`src/rtl/nf_10g_if_reg_arbiter.sv`:
```
// Round-robin arbiter sharing the synchronized register-access port between requesters.
// One access in flight; enforces a chip-select gap and times out silent accesses.
module nf_10g_if_reg_arbiter #(
   parameter int unsigned C_NUM_MASTERS      = 2,
   parameter int unsigned C_S_AXI_ADDR_WIDTH = 32,
   parameter int unsigned C_S_AXI_DATA_WIDTH = 32,
   parameter int unsigned C_TIMEOUT          = 64
) (
   input  logic                                          clk,
   input  logic                                          reset,
   input  logic [C_NUM_MASTERS-1:0]                      req_cs,
   input  logic [C_NUM_MASTERS-1:0]                      req_rnw,
   input  logic [C_NUM_MASTERS*C_S_AXI_ADDR_WIDTH-1:0]   req_addr,
   input  logic [C_NUM_MASTERS*C_S_AXI_DATA_WIDTH-1:0]   req_data,
   input  logic [C_NUM_MASTERS*(C_S_AXI_DATA_WIDTH/8)-1:0] req_be,
   output logic [C_NUM_MASTERS-1:0]                      req_rdack,
   output logic [C_NUM_MASTERS-1:0]                      req_wrack,
   output logic                                          req_error,
   output logic [C_S_AXI_DATA_WIDTH-1:0]                 req_rdata,
   output logic                                          bus2ip_cs_sync,
   output logic                                          bus2ip_rnw_sync,
   output logic [C_S_AXI_ADDR_WIDTH-1:0]                 bus2ip_addr_sync,
   output logic [C_S_AXI_DATA_WIDTH-1:0]                 bus2ip_data_sync,
   output logic [C_S_AXI_DATA_WIDTH/8-1:0]               bus2ip_be_sync,
   input  logic                                          ip2bus_rdack_sync,
   input  logic                                          ip2bus_wrack_sync,
   input  logic [C_S_AXI_DATA_WIDTH-1:0]                 ip2bus_data_sync,
   input  logic                                          ip2bus_error_sync
);

   localparam int unsigned N  = C_NUM_MASTERS;
   localparam int unsigned AW = C_S_AXI_ADDR_WIDTH;
   localparam int unsigned DW = C_S_AXI_DATA_WIDTH;
   localparam int unsigned BW = DW / 8;
   localparam int unsigned GW = (N > 1) ? $clog2(N) : 1;
   // The grant edge clears the counter, so expiry lands C_TIMEOUT+1 cycles after the grant.
   localparam logic [7:0]  CNT_EXPIRE = 8'(C_TIMEOUT);

   typedef enum logic [1:0] {IDLE, BUSY, GAP} state_t;

   state_t         state;
   state_t         state_nxt;
   logic [GW-1:0]  last_grant;
   logic [GW-1:0]  owner;
   logic [GW-1:0]  winner;
   logic [GW-1:0]  cand;
   logic [7:0]     cnt;
   logic           ack_ok;
   logic           grant;
   logic           done;
   logic           expire;

   // State register
   always_ff @(posedge clk) begin
      if (reset) state <= IDLE;
      else       state <= state_nxt;
   end

   // Next-state and completion decode
   always_comb begin
      state_nxt = state;
      grant     = 1'b0;
      done      = 1'b0;
      expire    = 1'b0;
      ack_ok    = bus2ip_rnw_sync ? ip2bus_rdack_sync : ip2bus_wrack_sync;
      case (state)
         IDLE: begin
            if (|req_cs) begin
               grant     = 1'b1;
               state_nxt = BUSY;
            end
         end
         BUSY: begin
            if (ack_ok) begin
               done      = 1'b1;
               state_nxt = GAP;
            end else if (cnt == CNT_EXPIRE) begin
               done      = 1'b1;
               expire    = 1'b1;
               state_nxt = GAP;
            end
         end
         GAP:     state_nxt = IDLE;
         default: state_nxt = IDLE;
      endcase
   end

   // Round-robin pick; scanning downward lets the nearest requester after last_grant win
   always_comb begin
      winner = last_grant;
      cand   = last_grant;
      for (int unsigned k = N; k > 0; k--) begin
         cand = GW'((32'(last_grant) + k) % N);
         if (req_cs[cand]) winner = cand;
      end
   end

   // Registered bus-side and requester-side outputs
   always_ff @(posedge clk) begin
      if (reset) begin
         last_grant       <= GW'(N - 1);
         owner            <= '0;
         cnt              <= '0;
         req_rdack        <= '0;
         req_wrack        <= '0;
         req_error        <= 1'b0;
         req_rdata        <= '0;
         bus2ip_cs_sync   <= 1'b0;
         bus2ip_rnw_sync  <= 1'b1;
         bus2ip_addr_sync <= '0;
         bus2ip_data_sync <= '0;
         bus2ip_be_sync   <= '0;
      end else begin
         req_rdack <= '0;
         req_wrack <= '0;
         req_error <= 1'b0;
         if (grant) begin
            owner            <= winner;
            cnt              <= '0;
            bus2ip_cs_sync   <= 1'b1;
            bus2ip_rnw_sync  <= req_rnw[winner];
            bus2ip_addr_sync <= req_addr[32'(winner)*AW +: AW];
            bus2ip_data_sync <= req_data[32'(winner)*DW +: DW];
            bus2ip_be_sync   <= req_be[32'(winner)*BW +: BW];
         end
         if (state == BUSY && !done) cnt <= cnt + 8'd1;
         if (done) begin
            bus2ip_cs_sync <= 1'b0;
            last_grant     <= owner;
            if (bus2ip_rnw_sync) req_rdack[owner] <= 1'b1;
            else                 req_wrack[owner] <= 1'b1;
            req_error <= expire ? 1'b1 : ip2bus_error_sync;
            if (expire)               req_rdata <= DW'(32'hDEADBEEF);
            else if (bus2ip_rnw_sync) req_rdata <= ip2bus_data_sync;
         end
      end
   end

endmodule

```
`config.mk`:
```
export PLATFORM = sky130hd
export DESIGN_NAME = nf_10g_if_reg_arbiter
export DESIGN_NICKNAME = d
export VERILOG_FILES = /design/src/rtl/nf_10g_if_reg_arbiter.sv
export SDC_FILE = /design/constraint.sdc
export NUM_CORES = 1
export LEC_CHECK = 0
export CAP_MARGIN = 20
export CORE_ASPECT_RATIO = 0.6
export CORE_MARGIN = 3
export CORE_UTILIZATION = 35
export DETAILED_ROUTE_END_ITERATION = 8
export PLACE_DENSITY = 0.78
export SLEW_MARGIN = 30
export SYNTH_ARGS = -nofsm -noshare
export SYNTH_HDL_FRONTEND = slang
export SYNTH_SLANG_ARGS = --single-unit
```
`constraint.sdc`:
```
create_clock -name clk -period 2.2 [get_ports clk]
set_input_delay 0.44 -clock clk [delete_from_list [all_inputs] [get_ports clk]]
set_output_delay 0.44 -clock clk [all_outputs]
set_load 0.01 [all_outputs]
```
# [Word level (Yosys, flattened, before mapping)]
# Index checks and enable logic that the tools add are counted.
[totals] out_inout_bits=107 elab_cells=70 register_bits=119
[classes] bitwise=2 muxes=27 n_lt_le_gt_ge=5 shift=3 n_addsub=3 reduce_logical=13 n_eq_ne=4
[ops] op="variable part select 64 x 7 -> 32 bit" n=2
[ops] op="2-to-1 mux 32 bit" n=2
[ops] op="2-to-1 mux 1 bit" n=18
[ops] op="2-to-1 mux 8 bit" n=2
[ops] op="adder 8 x 1 -> 8 bit (second input constant)" n=1
[ops] op="equality test 8 x 7 -> 1 bit (second input constant)" n=1
[ops] op="< comparator 1 x 2 -> 1 bit (second input constant)" n=4
[ops] op="variable part select 8 x 4 -> 4 bit" n=1
[ops] op="2-to-1 mux 2 bit" n=3
[ops] op="OR reduction 2 bit" n=3
[ops] op="OR reduction 3 bit" n=2
[ops] op="one-hot mux 2 bit (2 select lines)" n=1
[ops] op="AND reduction 2 bit" n=2
[ops] op="nonzero test 2 bit" n=2
[ops] op="inequality test 3 bit (second input constant)" n=1
[ops] op="adder 1 bit (second input constant)" n=2
[ops] op="equality test 2 x 1 -> 1 bit (second input constant)" n=1
[ops] op="logical AND 1 bit" n=2
[ops] op="logical NOT 2 bit" n=1
[ops] op="inequality test 2 bit (second input constant)" n=1
[ops] op="NOT 1 bit" n=2
[ops] op="demux 1 bit (select 1 bit)" n=1
[ops] op=">= comparator 1 bit (second input constant)" n=1
[ops] op="logical NOT 1 bit" n=1

# [Logic depth before layout (Yosys ltp)]
# Gate-level depths: netlist (run 1).
[depth] ltp_word=7 ltp_mapped=8 depth_no_buf=7

# [Worst setup path after synthesis (run 1)]
# No wires, ideal clock.
[synth_timing] kind="register to register" start="reg cnt[0]" end="reg req_rdata[10]" setup_ns=0.119 slack_ns=0.158 arrival_ns=1.924 n_path_buf=2 path_stages_with_launch=9 synth_period_minus_slack_ns=2.042 path_cell_list="dfxtp_1 > inv_1 > ha_1 > nor4bb_1 > clkbuf_2 > a31oi_1 > nor3_2 > buf_4 > o221a_2"
[synth_via] elab_chain_len=6 word_cells_on_any_way=9
[synth_rtl] element="from (decl)" line_no="47" rtl="logic [7:0] cnt;"
[synth_rtl] element="from (signal assigned)" line_no="126" rtl="if (state == BUSY && !done) cnt <= cnt + 8'd1;"
[synth_rtl] element="equality test 8 x 7 -> 1 bit (*)" line_no="77" rtl="end else if (cnt == CNT_EXPIRE) begin"
[synth_rtl] element="2-to-1 mux 1 bit (*)" line_no="77"
[synth_rtl] element="2-to-1 mux 1 bit" line_no="74" rtl="if (ack_ok) begin"
[synth_rtl] element="2-to-1 mux 1 bit" line_no="66" rtl="case (state)"
[synth_rtl] element="nonzero test 2 bit (no source line)"
[synth_rtl] element="AND reduction 2 bit (no source line)"
[synth_rtl] element="to (signal assigned)" line_no="133" rtl="if (expire) req_rdata <= DW'(32'hDEADBEEF);"
[synth_rtl] element="to (signal assigned)" line_no="134" rtl="else if (bus2ip_rnw_sync) req_rdata <= ip2bus_data_sync;"
[synth_rtl] element="to (decl)" line_no="19" rtl="output logic [C_S_AXI_DATA_WIDTH-1:0] req_rdata,"
# Mark *: on every way between the ends. The rest lies on a longest branch, timed or not.
# A chain may end at the register's enable or synchronous reset.

# [Final worst setup path (run 1)]
[layout_timing] start="in ip2bus_wrack_sync" end="reg cnt[7]"
[layout_via] elab_chain_len=6 word_cells_on_any_way=7
[layout_rtl] element="from (decl)" line_no="26" rtl="input logic ip2bus_wrack_sync,"
[layout_rtl] element="2-to-1 mux 1 bit (*)" line_no="65" rtl="ack_ok = bus2ip_rnw_sync ? ip2bus_rdack_sync : ip2bus_wrack_sync;"
[layout_rtl] element="2-to-1 mux 1 bit (*)" line_no="74"
[layout_rtl] element="2-to-1 mux 1 bit (*)" line_no="66"
[layout_rtl] element="logical NOT 1 bit (*)" line_no="126"
[layout_rtl] element="logical AND 1 bit (*)" line_no="126"
[layout_rtl] element="2-to-1 mux 8 bit or nonzero test 2 bit (tied branches)"
# Marked as above.

==> results of run 1 <==
==> placed cells by master, fill, tap and decap left out, drive strengths merged, types with 4 or more instances in the layout <==
master,netlist,routed
a211oi,70,70
a21oi,13,13
buf,13,24
clkbuf,33,18
clkdlybuf4s50,0,282
clkinvlp,0,7
dfxtp,119,119
inv,6,9
mux2i,70,70
nand2,16,16
nand3,5,5
nor2,72,72
nor3,7,7
o21ai,4,4
o221a,24,24
o31ai,8,8
==> layer usage <==
metal	GRT usage [%]	part of all wire, %
met1	23.8	42
met2	37.3	49
met3	8.01	8.4
met4	4.98	0.83
met5	0	0
==> flip-flops by register name, indices dropped and copies added, names as in the netlist, 2 cells and up <==
name              count
bus2ip_addr_sync     32
bus2ip_data_sync     32
req_rdata            32
cnt                   8
bus2ip_be_sync        4
req_rdack             2
req_wrack             2
state                 2
==> per-stage QoR <==
| step | cells | setup TNS, ns | instance area [um2] |
|---|---|---|---|
| floorplan | 493 | 0 | 4920 |
| global placement | 940 | -0.116 | 8070 |
| detailed placement | 940 | -0.263 | 8070 |
| CTS | 972 | 0 | 8660 |
| global route | 972 | 0 | 8660 |
| finish | 972 | 0 | 8660 |
==> cell type report <==
| type | count | share of cell area, % |
|---|---|---|
| multi-input combinational | 322 | 27.1 |
| timing repair buffer | 306 | 35.7 |
| tap | 187 | 2.70 |
| sequential | 119 | 27.5 |
| inverter | 6 | 0.260 |
| clock inverter | 14 | 1.72 |
| clock buffer | 18 | 5.07 |
==> cells by family after synthesis <==
logic type	after synthesis	synth area share, %
xor+xnor	3	0.534
fa+ha+maj	2	0.508
compound gates	130	21.1
flops	119	48.4
simple gates	116	10.5
buf+inv	52	4.45
mux	71	14.5
==> power groups by stage <==
stage	logic, mW	clock network [mW]	registers [mW]
after floorplan	0.623	0	2.63
after global placement	1.66	0	2.53
after detailed placement	1.69	0	2.54
after CTS	1.70	2.77	2.50
after global routing	1.81	2.88	2.52
final	1.69	2.72	2.50
==> worst min-delay path by stage <==
stage	to	cells past startpoint	from
floorplan	req_rdack[0]	1	owner
global placement	req_rdata[29]	2	req_rdata[29]
global route	state[0]	2	reset
CTS	state[0]	2	reset
detailed placement	req_rdata[8]	2	req_rdata[8]
finish	state[0]	2	reset
==> qor.yml, run 1 <==
placed_design:
  hpwl_um: 12800
  dp_slack_ns: -0.186
  io_buffer_count: 283
  gp_congestion: 0.804
synth:
  yosysTopAreaCell: "dfxtp_1"
  syn-num-nets: 672
  synth_top_area_share_pct: 48.4
  ys.flop_type: "dfxtp_1"
  avgSynthCellArea_um2: 9.99
  synthTopCellsByArea: "dfxtp_1, mux2i_1, a211oi_1, nor2_1, o221a_2"
  synth-seq-cells: 119
  syn_inst: 493
  synth_commonest_cells: "dfxtp_1, nor2_1, mux2i_1, a211oi_1, clkbuf_1"
  yosysUniqueCellTypes: 46
  yosysMostFrequentCell: "dfxtp_1"
  async_flop_share_pct: 0
  yosysWarningCount: 0
  synth_edf_count: 0
  mappedNetlistArea_mm2: 0.00492
  seq_area_frac_synth_pct: 48.4
final_layout:
  multi_input_area_mm2: 0.00234
  final_nets: 951
  area_growth_pct: 75.8
  final_util_pct: 65.1
  final-seq-area_mm2: 0.00238
  fillerInstances: 1062
  n_antenna_cell: 0
  drive_above_1_share_pct: 10.8
power:
  power_density_mw_per_mm2: 797
  p_leak_nw: 3.35
  swShare_pct: 26.8
  pwr-share-clk_pct: 39.4
  p_seq_share_pct: 36.2
  finalPower_mw: 6.90
  p_comb_share_pct: 24.5
  power_switching_mw: 1.85
  peakVddDrop_v: 0.000578
  cell_internal_pwr_mw: 5.05
setup_path:
  worst-path-buf-inv: 1
  critPathLaunchType: "primary input"
  crit_family: "simple AND/OR/NAND/NOR gates"
  r2r-end: "req_rdata[12]"
  crit_chain: "clkdlybuf4s50_1 > mux2_4 > or3_4 > or4_1 > a21oi_1"
  cp.depth: 5
  regToRegStartpoint: "cnt[0]"
  cp_slowest_stage_delay_ns: 0.52
  endpoint: "cnt[7]"
  rrSetupSlack_ns: 0.31
  worstRegToRegCells: 8
  required_ns: 2.52
  setup.worst_path.class: "primary input to flip-flop"
  crit_path_end_kind: "flip-flop"
  worstPathMaxFanout: 4
  critPathSlowestCell: "or4_1"
  crit_start: "ip2bus_wrack_sync"
  worstPathArrival_ns: 2.31
detailed_routing:
  first_iter_violations: 278
  via_per_inst: 5.05
  dr.pass1.iters: 4
  ant_nets: 0
  drc: 0
  wl_um: 16800
  vias: 4909
  avgRoutedWirePerCell_um: 17.3
timing:
  setup_ws_ns: 0.208
  rsz0062_at_grt: "no"
  setup_viol: 0
  hold_violations: 0
  fmax_mhz: 502
  worst_pin_slew_ns: 0.586
  final.period_utilization_pct: 90.5
  slew_headroom_pct: 60.9
  slew_violations: 0
  hold_slack_ns: 0.436
  clock_skew_ns: 0.0109
  period_needed_ns: 1.99
floorplanning:
  core_area_mm2: 0.0133
  start_util_pct: 37.0
  fp.dieH_um: 97.9
  die_w_um: 159
  dieArea_mm2: 0.0156
  ios: 284
  rows: 32
run:
  cap_violations: 0
clocking:
  cts_resized: 0
  cts_tree: "yes"
  postCtsSetupBuffers: 0
  cts_buffer_depth: 2
  cts_sinks: 119
  htree_levels: 4
  cts-hold-fix-buffers: 0
  numCtsBuffers: 17
  insertion_delay_ns: 0.40
  clk_pin_slew_ns: 0.05
  clock-root-buffer: "clkbuf_16"
run_status:
  status: "finished, final reports clean"
global_route:
  grt_first_pass_wirelength_um: 26700
  grt_max_degree: 55
  grt-ovfl-total: 0
  track_usage_pct: 20.9
  grt_pass1_vias: 5071
  antenna_found_initial: 0
worst_hold_path:
  holdCritPathClass: "primary input to flip-flop"
(Power assumes the default switching activity.)
==> run 2: changes to the inputs <==
--- a/config.mk
+++ b/config.mk
@@ -17 +17,2 @@
 export SYNTH_SLANG_ARGS = --single-unit
+export TNS_END_PERCENT = 20
--- a/constraint.sdc
+++ b/constraint.sdc
@@ -3,2 +3,2 @@
 set_output_delay 0.44 -clock clk [all_outputs]
-set_load 0.01 [all_outputs]
+set_load 0.005 [all_outputs]
==> results of run 2 <==
Same layout as run 1 (identical final DEF). Status: finished, final reports clean.
Among the figures that moved: total power 6.90 mW -> 6.82 mW
==> run 3: changes to the inputs <==
- SKIP_LAST_GASP: unset -> 1
==> results of run 3 <==
Same layout as run 1 (identical final DEF). Status: finished, final reports clean.
Among the figures that moved: total power 6.90 mW -> 6.82 mW
